<file path="src/rtl/router_pkg.sv">
// Shared definitions for the router read-side engine.
//   - Byte and header field geometry (length in header[7:2], address in header[1:0]).
//   - Fetch FSM state encoding.
//   - Skid buffer entry layout {sop, eop, data}.
//   - Default stall timeout.
package router_pkg;

   localparam int unsigned DATA_W      = 8;
   localparam int unsigned LEN_W       = 6;
   localparam int unsigned LEN_MSB     = 7;
   localparam int unsigned LEN_LSB     = 2;
   localparam int unsigned ADDR_W      = 2;
   localparam int unsigned TIMEOUT_DEF = 30;

   typedef enum logic [1:0] {
      StIdle,
      StHdrWait,
      StBody
   } rd_state_e;

   typedef struct packed {
      logic              sop;
      logic              eop;
      logic [DATA_W-1:0] data;
   } skid_entry_t;

endpackage

</file>
<file path="src/rtl/router_rd_skid.sv">
// Two-entry valid/ready skid buffer carrying tagged packet bytes in FIFO order.
// Ports:
//   clk, rstn     clock, asynchronous active-low reset
//   flush_i       synchronous discard of all entries (push ignored that cycle)
//   push_i        write push_data_i (caller guarantees space)
//   ready_i       downstream accept; pop when valid_o && ready_i
//   valid_o       head entry present
//   head_o        head entry, zero when empty
//   cnt_o         occupancy (0..2)
module router_rd_skid
   import router_pkg::*;
(
   input  logic        clk,
   input  logic        rstn,
   input  logic        flush_i,
   input  logic        push_i,
   input  skid_entry_t push_data_i,
   input  logic        ready_i,
   output logic        valid_o,
   output skid_entry_t head_o,
   output logic [1:0]  cnt_o
);

   skid_entry_t mem_q [2];
   logic        rd_ptr_q, rd_ptr_d;
   logic        wr_ptr_q, wr_ptr_d;
   logic [1:0]  cnt_q, cnt_d;
   logic        pop, push_ok;

   assign valid_o = (cnt_q != 2'd0);
   assign pop     = valid_o && ready_i;
   // A push into a full buffer is only possible alongside a pop.
   assign push_ok = push_i && ((cnt_q != 2'd2) || pop);
   assign head_o  = valid_o ? mem_q[rd_ptr_q] : '0;
   assign cnt_o   = cnt_q;

   always_comb begin
      rd_ptr_d = rd_ptr_q;
      wr_ptr_d = wr_ptr_q;
      cnt_d    = cnt_q;
      if (flush_i) begin
         rd_ptr_d = 1'b0;
         wr_ptr_d = 1'b0;
         cnt_d    = 2'd0;
      end else begin
         if (push_ok) wr_ptr_d = ~wr_ptr_q;
         if (pop)     rd_ptr_d = ~rd_ptr_q;
         cnt_d = cnt_q + {1'b0, push_ok} - {1'b0, pop};
      end
   end

   always_ff @(posedge clk or negedge rstn) begin
      if (!rstn) begin
         mem_q[0] <= '0;
         mem_q[1] <= '0;
         rd_ptr_q <= 1'b0;
         wr_ptr_q <= 1'b0;
         cnt_q    <= 2'd0;
      end else begin
         if (push_ok && !flush_i) mem_q[wr_ptr_q] <= push_data_i;
         rd_ptr_q <= rd_ptr_d;
         wr_ptr_q <= wr_ptr_d;
         cnt_q    <= cnt_d;
      end
   end

endmodule

</file>
<file path="src/rtl/router_pkt_reader.sv">
// Read-side engine for one router output port. Fetches header, payload and parity bytes
// from the port FIFO (1-cycle read latency), forwards them through a 2-entry skid buffer,
// checks packet parity and pulses a FIFO soft reset after a long downstream stall.
// Ports:
//   clk, rstn            clock, asynchronous active-low reset
//   fifo_empty/fifo_data FIFO status and read data
//   fifo_rd_en           FIFO read enable
//   valid_out/data_out   head byte of the skid buffer; read_in accepts it
//   sop/eop              head byte is header / parity byte
//   pkt_done/parity_err  pulse when the parity byte returns; error on mismatch
//   soft_rst_out         1-cycle stall timeout pulse to the FIFO
// Optional: define ROUTER_RD_STATS_EN to add pkt_cnt (wrapping) and err_cnt (saturating).
module router_pkt_reader
   import router_pkg::*;
#(
   parameter int unsigned DATA_W  = router_pkg::DATA_W,
   parameter int unsigned LEN_W   = router_pkg::LEN_W,
   parameter int unsigned TIMEOUT = router_pkg::TIMEOUT_DEF,
   parameter int unsigned TO_W    = 5
) (
   input  logic              clk,
   input  logic              rstn,
   input  logic              fifo_empty,
   input  logic [DATA_W-1:0] fifo_data,
   output logic              fifo_rd_en,
   output logic              valid_out,
   output logic [DATA_W-1:0] data_out,
   input  logic              read_in,
   output logic              sop,
   output logic              eop,
   output logic              pkt_done,
   output logic              parity_err,
`ifdef ROUTER_RD_STATS_EN
   output logic [15:0]       pkt_cnt,
   output logic [7:0]        err_cnt,
`endif
   output logic              soft_rst_out
);

   localparam int unsigned RemW = LEN_W + 1;

   rd_state_e         state_q, state_d;
   logic [RemW-1:0]   rem_q, rem_d;
   logic [RemW-1:0]   ret_rem_q, ret_rem_d;
   logic [DATA_W-1:0] xor_q, xor_d;
   logic              pend_q, pend_d;
   logic              pend_hdr_q, pend_hdr_d;
   logic [TO_W-1:0]   to_cnt_q, to_cnt_d;
   logic              soft_rst_q, soft_rst_d;
   logic              run_q;

   logic [1:0]        buf_cnt;
   logic [2:0]        occ;
   logic              pop, rd_ok, stall, push;
   logic [RemW-1:0]   hdr_rem;
   skid_entry_t       push_entry, head;

   assign pop     = valid_out && read_in;
   assign stall   = valid_out && !read_in;
   // Bytes buffered plus the one in flight, after this cycle's pop.
   assign occ     = {1'b0, buf_cnt} + {2'b0, pend_q} - {2'b0, pop};
   // run_q keeps fifo_rd_en low while rstn is asserted.
   assign rd_ok   = run_q && !soft_rst_q && !fifo_empty && (occ < 3'd2);
   assign hdr_rem = RemW'(fifo_data[LEN_MSB:LEN_LSB]) + RemW'(1);

   // Fetch FSM: one header read, then len+1 body reads (payload + parity).
   always_comb begin
      state_d    = state_q;
      rem_d      = rem_q;
      fifo_rd_en = 1'b0;
      pend_hdr_d = 1'b0;
      unique case (state_q)
         StIdle: begin
            if (rd_ok) begin
               fifo_rd_en = 1'b1;
               pend_hdr_d = 1'b1;
               state_d    = StHdrWait;
            end
         end
         StHdrWait: begin
            if (pend_q) begin
               rem_d   = hdr_rem;
               state_d = StBody;
            end
         end
         StBody: begin
            if (rd_ok) begin
               fifo_rd_en = 1'b1;
               rem_d      = rem_q - RemW'(1);
               if (rem_q == RemW'(1)) state_d = StIdle;
            end
         end
         default: state_d = StIdle;
      endcase
      if (soft_rst_q) begin
         state_d = StIdle;
         rem_d   = '0;
      end
      pend_d = fifo_rd_en;
   end

   // Return path: tag and push returned bytes, track parity.
   always_comb begin
      push       = 1'b0;
      push_entry = '0;
      ret_rem_d  = ret_rem_q;
      xor_d      = xor_q;
      pkt_done   = 1'b0;
      parity_err = 1'b0;
      if (pend_q && !soft_rst_q) begin
         push            = 1'b1;
         push_entry.data = fifo_data;
         if (pend_hdr_q) begin
            push_entry.sop = 1'b1;
            ret_rem_d      = hdr_rem;
            xor_d          = fifo_data;
         end else begin
            ret_rem_d = ret_rem_q - RemW'(1);
            if (ret_rem_q == RemW'(1)) begin
               push_entry.eop = 1'b1;
               pkt_done       = 1'b1;
               parity_err     = (xor_q != fifo_data);
            end else begin
               xor_d = xor_q ^ fifo_data;
            end
         end
      end
      if (soft_rst_q) begin
         ret_rem_d = '0;
         xor_d     = '0;
      end
   end

   // Stall timeout: counts consecutive stalled cycles, cleared by a pop or an empty head.
   always_comb begin
      to_cnt_d   = '0;
      soft_rst_d = 1'b0;
      if (!soft_rst_q && stall) begin
         if (to_cnt_q == TO_W'(TIMEOUT - 1)) soft_rst_d = 1'b1;
         else                                to_cnt_d   = to_cnt_q + TO_W'(1);
      end
   end

   always_ff @(posedge clk or negedge rstn) begin
      if (!rstn) begin
         state_q    <= StIdle;
         rem_q      <= '0;
         ret_rem_q  <= '0;
         xor_q      <= '0;
         pend_q     <= 1'b0;
         pend_hdr_q <= 1'b0;
         to_cnt_q   <= '0;
         soft_rst_q <= 1'b0;
         run_q      <= 1'b0;
      end else begin
         state_q    <= state_d;
         rem_q      <= rem_d;
         ret_rem_q  <= ret_rem_d;
         xor_q      <= xor_d;
         pend_q     <= pend_d;
         pend_hdr_q <= pend_hdr_d;
         to_cnt_q   <= to_cnt_d;
         soft_rst_q <= soft_rst_d;
         run_q      <= 1'b1;
      end
   end

   router_rd_skid u_skid (
      .clk         (clk),
      .rstn        (rstn),
      .flush_i     (soft_rst_q),
      .push_i      (push),
      .push_data_i (push_entry),
      .ready_i     (read_in),
      .valid_o     (valid_out),
      .head_o      (head),
      .cnt_o       (buf_cnt)
   );

   assign data_out     = head.data;
   assign sop          = head.sop;
   assign eop          = head.eop;
   assign soft_rst_out = soft_rst_q;

`ifdef ROUTER_RD_STATS_EN
   logic [15:0] pkt_cnt_q, pkt_cnt_d;
   logic [7:0]  err_cnt_q, err_cnt_d;

   always_comb begin
      pkt_cnt_d = pkt_cnt_q;
      err_cnt_d = err_cnt_q;
      if (pkt_done) pkt_cnt_d = pkt_cnt_q + 16'd1;
      if ((parity_err || soft_rst_q) && (err_cnt_q != 8'hff)) err_cnt_d = err_cnt_q + 8'd1;
   end

   always_ff @(posedge clk or negedge rstn) begin
      if (!rstn) begin
         pkt_cnt_q <= '0;
         err_cnt_q <= '0;
      end else begin
         pkt_cnt_q <= pkt_cnt_d;
         err_cnt_q <= err_cnt_d;
      end
   end

   assign pkt_cnt = pkt_cnt_q;
   assign err_cnt = err_cnt_q;
`endif

endmodule

</file>
<file path="config.mk">
export PLATFORM = sky130hd
export DESIGN_NAME = router_pkt_reader
export DESIGN_NICKNAME = d
export VERILOG_FILES = /design/src/rtl/router_pkg.sv /design/src/rtl/router_rd_skid.sv /design/src/rtl/router_pkt_reader.sv
export SDC_FILE = /design/constraint.sdc
export NUM_CORES = 1
export LEC_CHECK = 0
export ABC_AREA = 1
export CAP_MARGIN = 30
export CORE_MARGIN = 2
export CORE_UTILIZATION = 53
export CTS_CLUSTER_DIAMETER = 100
export DETAILED_ROUTE_END_ITERATION = 16
export MAX_ROUTING_LAYER = met4
export PLACE_DENSITY = 0.84
export SETUP_SLACK_MARGIN = 0.4
export SYNTH_ARGS = -nofsm -noshare
export SYNTH_HDL_FRONTEND = slang
export SYNTH_HIERARCHICAL = 1
export SYNTH_SLANG_ARGS = --single-unit
</file>
<file path="constraint.sdc">
create_clock -name clk -period 3.8 [get_ports clk]
set_input_delay 1.14 -clock clk [delete_from_list [all_inputs] [get_ports clk]]
set_output_delay 1.14 -clock clk [all_outputs]
set_load 0.02 [all_outputs]
</file>
# [Word level (Yosys, flattened, before mapping)]
# Index checks and enable logic that the tools add are counted.
[word_totals] reg_bits=57 in_bits=12 out_inout_bits=15
[op_classes] n_addsub=8 order_cmp=4 n_eq_ne=12 n_mux=45 bitwise=5 n_reduce_logical=24
[ops] cell="$mux W10" count=6
[ops] cell="$mux W7" count=6
[ops] cell="$mux W8" count=4
[ops] cell="$bwmux W20" count=1
[ops] cell="$mux W1" count=17
[ops] cell="$ne A3 B3 Y1 const B" count=5
[ops] cell="$eq A7 B1 Y1 const B" count=2
[ops] cell="$pmux W7 S2" count=1
[ops] cell="$sub A7 B1 Y7 const B" count=2
[ops] cell="$mux W2" count=6
[ops] cell="$demux W10 S1" count=1
[ops] cell="$logic_and A1 B1 Y1" count=10
[ops] cell="$mux W5" count=2
[ops] cell="$ne A8 B8 Y1" count=1
[ops] cell="$reduce_bool A2 Y1" count=4
[ops] cell="$xor A8 B8 Y8" count=1
[ops] cell="$add A6 B1 Y7 const B" count=1
[ops] cell="$pmux W2 S3" count=1
[ops] cell="$add A5 B1 Y5 const B" count=1
[ops] cell="$eq A5 B5 Y1 const B" count=1
[ops] cell="$ge A2 B2 Y1 const B" count=2
[ops] cell="$not A1 Y2" count=2
[ops] cell="$reduce_and A4 Y1" count=1
[ops] cell="$add A2 B1 Y3" count=1
[ops] cell="other kinds (16)" count=19

# [Depth between registers and ports, before layout]
# Gate-level depths: netlist of run 1.
[depth] word_depth=8 mapped_depth=16 mapped_depth_nobuf=15

# [Cells and area by module]
# The synthesis of run 1 kept the hierarchy.
[modules_own_cells] mod="router_pkt_reader" instances=1 cells_each=295 area_per_inst_um2=2147.1
[modules_own_cells] mod="router_rd_skid" instances=1 cells_each=157 area_per_inst_um2=1237.4

# [Worst setup path before layout of run 1]
# No wires, ideal clock.
[synth_path] path_kind="input-to-output" startpoint="in read_in" endpoint="out fifo_rd_en" arrival_time_ns=2.843 t_required_ns=2.660 path_slack_ns=-0.183 path_stages=9 cell_sequence="nand2_1 inv_1 ha_1 or2_2 fa_1 nand2_1 nor2_2 nand2_1 nor2_1"
[synth_between] elab_chain_len=6
[synth_rtl] item="from (decl)" line_no="router_pkt_reader.sv:28" source="input logic read_in,"
[synth_rtl] item="$logic_and A1 B1 Y1" line_no="router_pkt_reader.sv:58" source="assign pop = valid_out && read_in;"
[synth_rtl] item="$sub A3 B1 Y3" line_no="router_pkt_reader.sv:61" source="assign occ = {1'b0, buf_cnt} + {2'b0, pend_q} - {2'b0, pop};"
[synth_rtl] item="$lt A3 B2 Y1" line_no="router_pkt_reader.sv:63" source="assign rd_ok = run_q && !soft_rst_q && !fifo_empty && (occ < 3'd2);"
[synth_rtl] item="$logic_and A1 B1 Y1" line_no="router_pkt_reader.sv:63"
[synth_rtl] item="$mux W1" line_no="router_pkt_reader.sv:74, router_pkt_reader.sv:87"
[synth_rtl] item="$mux W1"
[synth_rtl] item="to (decl)" line_no="router_pkt_reader.sv:25" source="output logic fifo_rd_en,"
# Every way passes these cells.

# [Worst setup path after layout of run 1]
# Same ends and word-level chain as after synthesis.

==> results of run 1 <==
how the worst max path moves through the flow:
stage / startpoint / to / slack (ns) / cells after the start
global route: read_in / fifo_rd_en / -0.23 / 11
finish: read_in / fifo_rd_en / -0.17 / 11
global placement: read_in / fifo_rd_en / -0.97 / 11
floorplan: read_in / fifo_rd_en / 0.05 / 9
detailed placement: read_in / fifo_rd_en / -1.00 / 11
CTS: read_in / fifo_rd_en / -0.22 / 11
sequential cells by signal, indices dropped and copies added (netlist names):
signal and cells:
rem_q 7, state_q 2, ret_rem_q 7, xor_q 8, u_skid/wr_ptr_q 1, u_skid/mem_q 20, run_q 1, pend_hdr_q 1
u_skid/rd_ptr_q 1, u_skid/cnt_o 2, pend_q 1, to_cnt_q 5, soft_rst_out 1
cell families (layout without fill, tap and decap cells):
family          count (synthesis)  count (layout)  synth area share [%]
simple gates                  255             255                 33.16
buf+inv                        68             129                 8.429
compound gates                 42              42                 7.209
flops                          57              57                 42.14
other cells                     1               1                0.1108
fa+ha+maj                      11              11                 4.288
xor+xnor                       18              18                 4.658
cells in the mapped netlist:
master and n:
inv_1 46, nor2_4 1, and2_1 1, nand4_1 26
xnor2_1 10, nand2_2 3, o211ai_1 1, o22ai_1 1
o21ai_0 17, nand2_1 146, nor2_1 35, inv_2 6
clkbuf_1 3, a32oi_1 1, nor2_2 5, a21oi_4 1
buf_2 9, or2_2 2, dfrtp_1 57, ha_1 10
conb_1 1, xor2_1 8, buf_4 3, nand3_1 31
buf_6 1, fa_1 1, o21ai_1 4, nor3_1 1
o221ai_1 4, a21oi_1 13, nand3_2 4
repair_timing:
action,4_1_cts,5_1_grt
setup endpoints to repair,3,9
pin swaps,18,10
hold buffers,0,0
setup buffers,10,3
gates resized for setup,40,5
power by group:
part / switching (mW) / internal [mW] / total (mW)
registers: 0.169 / 0.795 / 0.964
clock network: 0.246 / 0.339 / 0.584
logic: 0.776 / 0.529 / 1.30
area by class of cell:
type	count	area share, %
multi-input cells	327	40.92
clock inverters	4	1.222
clock buffers	12	3.696
repair buffers	61	13.23
flip-flops and latches	57	33.98
inverters	52	4.650
well taps	77	2.295
metal layers:
metal	track usage [%]	up-vias	routed length [µm]
met1	32.28	1536	3509
met2	43.27	101	4309
li1	-	1564	-
met5	-	-	0
met4	12.02	0	247
met3	4.748	25	364
tightest hold or removal path, stage by stage, from the launching register on:
cell and delay [ns]:
dfrtp_1 0.34, nand2_1 0.06, nand2_1 0.05
metrics by stage:
| step | setup TNS [ns] | hold WS [ns] | setup slack (ns) |
|---|---|---|---|
| final | -0.2454 | 0.4754 | -0.1673 |
| after CTS | -0.2243 | 0.4750 | -0.2243 |
| after detailed placement | -1.086 | 0.4593 | -1.000 |
| after global placement | -1.042 | 0.4539 | -0.9693 |
| after floorplan | 0 | 0.4417 | 0.04509 |
| after global routing | -0.9017 | 0.5001 | -0.2265 |
==> summary.md, run 1 <==
| Metric | Value |
|---|---|
| Status | `complete, but fails checks` |
| Failing checks | `setup timing` |
| Reg-to-reg endpoint | `rem_q[0]$_DFFE_PN0P_` |
| Root buf cell | `clkbuf_8` |
| Clk slew on worst S/H paths | `0.06 ns` |
| Crit-path cells | `buf_6 > nand2_2 > inv_2 > ha_4 > or2_4 > fa_1 > nand2_1 > nor2_2 > nand2_2 > nor2_4 > buf_6` |
| Leakage power figure | `2.129 nW` |
| Ys Warns | `6` |
| Crit Path Max Fanout | `2` |
| I/O Buffers | `26` |
| Starting density of the core | `53.92%` |
| Core area | `0.006277 mm²` |
| Seq/Total Area, Yosys | `42.14%` |
| Max_cap viols | `0` |
| N_diodes | `0` |
| Share of cells above drive strength 1 | `16.37%` |
| Worst slew pin tran | `0.5603 ns` |
| Hold depth | `2` |
| Critical Path AT | `2.83 ns` |
| H-tree levels | `3` |
| Vias/cell | `5.468` |
| Routed wire length | `8431 µm` |
| Slew HR | `62.64%` |
| CTS tree | `yes` |
| Clock Skew | `0.01481 ns` |
| Antenna violations before repair | `0` |
| Top-Level Pins | `27` |
| Area delta synth->final | `24.03%` |
| Die height | `83.91 µm` |
| Final Setup Violations | `7` |
| Power, Total | `2.853 mW` |
| Most frequent cells in the layout | `nand2_1, dfrtp_1, inv_1` |
| DP Cell Count | `561` |
| Number of nets with antenna violations after routing | `0` |
| Final #Nets | `531` |
| Critical path type | `in2out` |
| Cell depth of the worst flop-to-flop path | `26` |
| Mean Syn Cell Area | `7.488 µm²` |
| Vias in the first global route | `3213` |
| First-pass GRT wire length | `14700 µm` |
| Syn Inst Count | `452` |
| Slew Limit Fails | `0` |
| Most common cell after layout, fill and taps aside | `nand2_1` |
| Power Dens Cells | `679.7 mW/mm²` |
| Hold endpoint | `u_skid/mem_q[14]$_DFFE_PN0P_` |
| CP max stage delay | `0.52 ns` |
| Final instance area | `0.004198 mm²` |
| Largest net degree at the start of global routing | `34` |
| Rows | `29` |
| Die ar. | `0.007041 mm²` |
| Hold_sp | `u_skid/mem_q[14]$_DFFE_PN0P_` |
| Top cell type by total area after synthesis | `dfrtp_1` |
| GP Congestion | `0.9377` |
| CP required | `2.66 ns` |
| Tmin final | `3.967 ns` |
| Synth top area share | `42.14%` |
| Largest cells by area after synthesis | `dfrtp_1, nand2_1, inv_1` |
| Period utilization | `104.4%` |
| Total gr overflow | `0` |
| Final std cells w/o fill | `590` |
| Final worst slack | `-0.1673 ns` |
| Netlist Area Pre-Place | `0.003384 mm²` |
| Startpoint Class | `input port` |
| Sink Count | `57` |
| Worst setup EP type | `primary output` |
| Buf/Inv on CP | `3` |
| Dpl hpwl | `5897 µm` |
| VDD IR max | `0.3964 mV` |
| Seq. cell area | `0.001426 mm²` |
| Clk_lat worst skew | `0.34 ns` |
| Flop-to-flop setup slack | `0.27 ns` |
| Fin. Hold Viols | `0` |
| Number of synthesized register bits | `57` |
| Drt wl/cell | `14.29 µm` |
| Fmax | `252.1 MHz` |
| Clk buf depth | `2` |
| RSZ-0062 raised after global routing | `yes` |
| Die X | `83.91 µm` |
| Gr usage total | `26.55%` |
| Layout filler cell count | `507` |
| CP top delay family | `simple AND/OR/NAND/NOR gates` |
| Mapped Nets | `475` |
| HP Class | `reg2reg` |
| Multi-input gate area | `0.001718 mm²` |
| Post-synth cell types | `31` |
| Worst R2R Start | `u_skid/cnt_o[1]$_DFF_PN0_` |
| Drt drc | `0` |
| DR pass1 iterations | `5` |
| Iteration-0 DRC count of the detailed router | `349` |
| DR vias | `3226` |
| Post-DP Area | `0.003824 mm²` |
| Total CTS buffers | `9` |
| CP max-delay cell | `fa_1` |
| Final core occ | `66.87%` |
No activity file was read; power rests on OpenSTA's default activity.
==> inputs of run 2 (changes only) <==
- HOLD_SLACK_MARGIN: unset -> 0.05
==> results of run 2 <==
The final DEF is identical to that of run 1; final timing and power are the same.
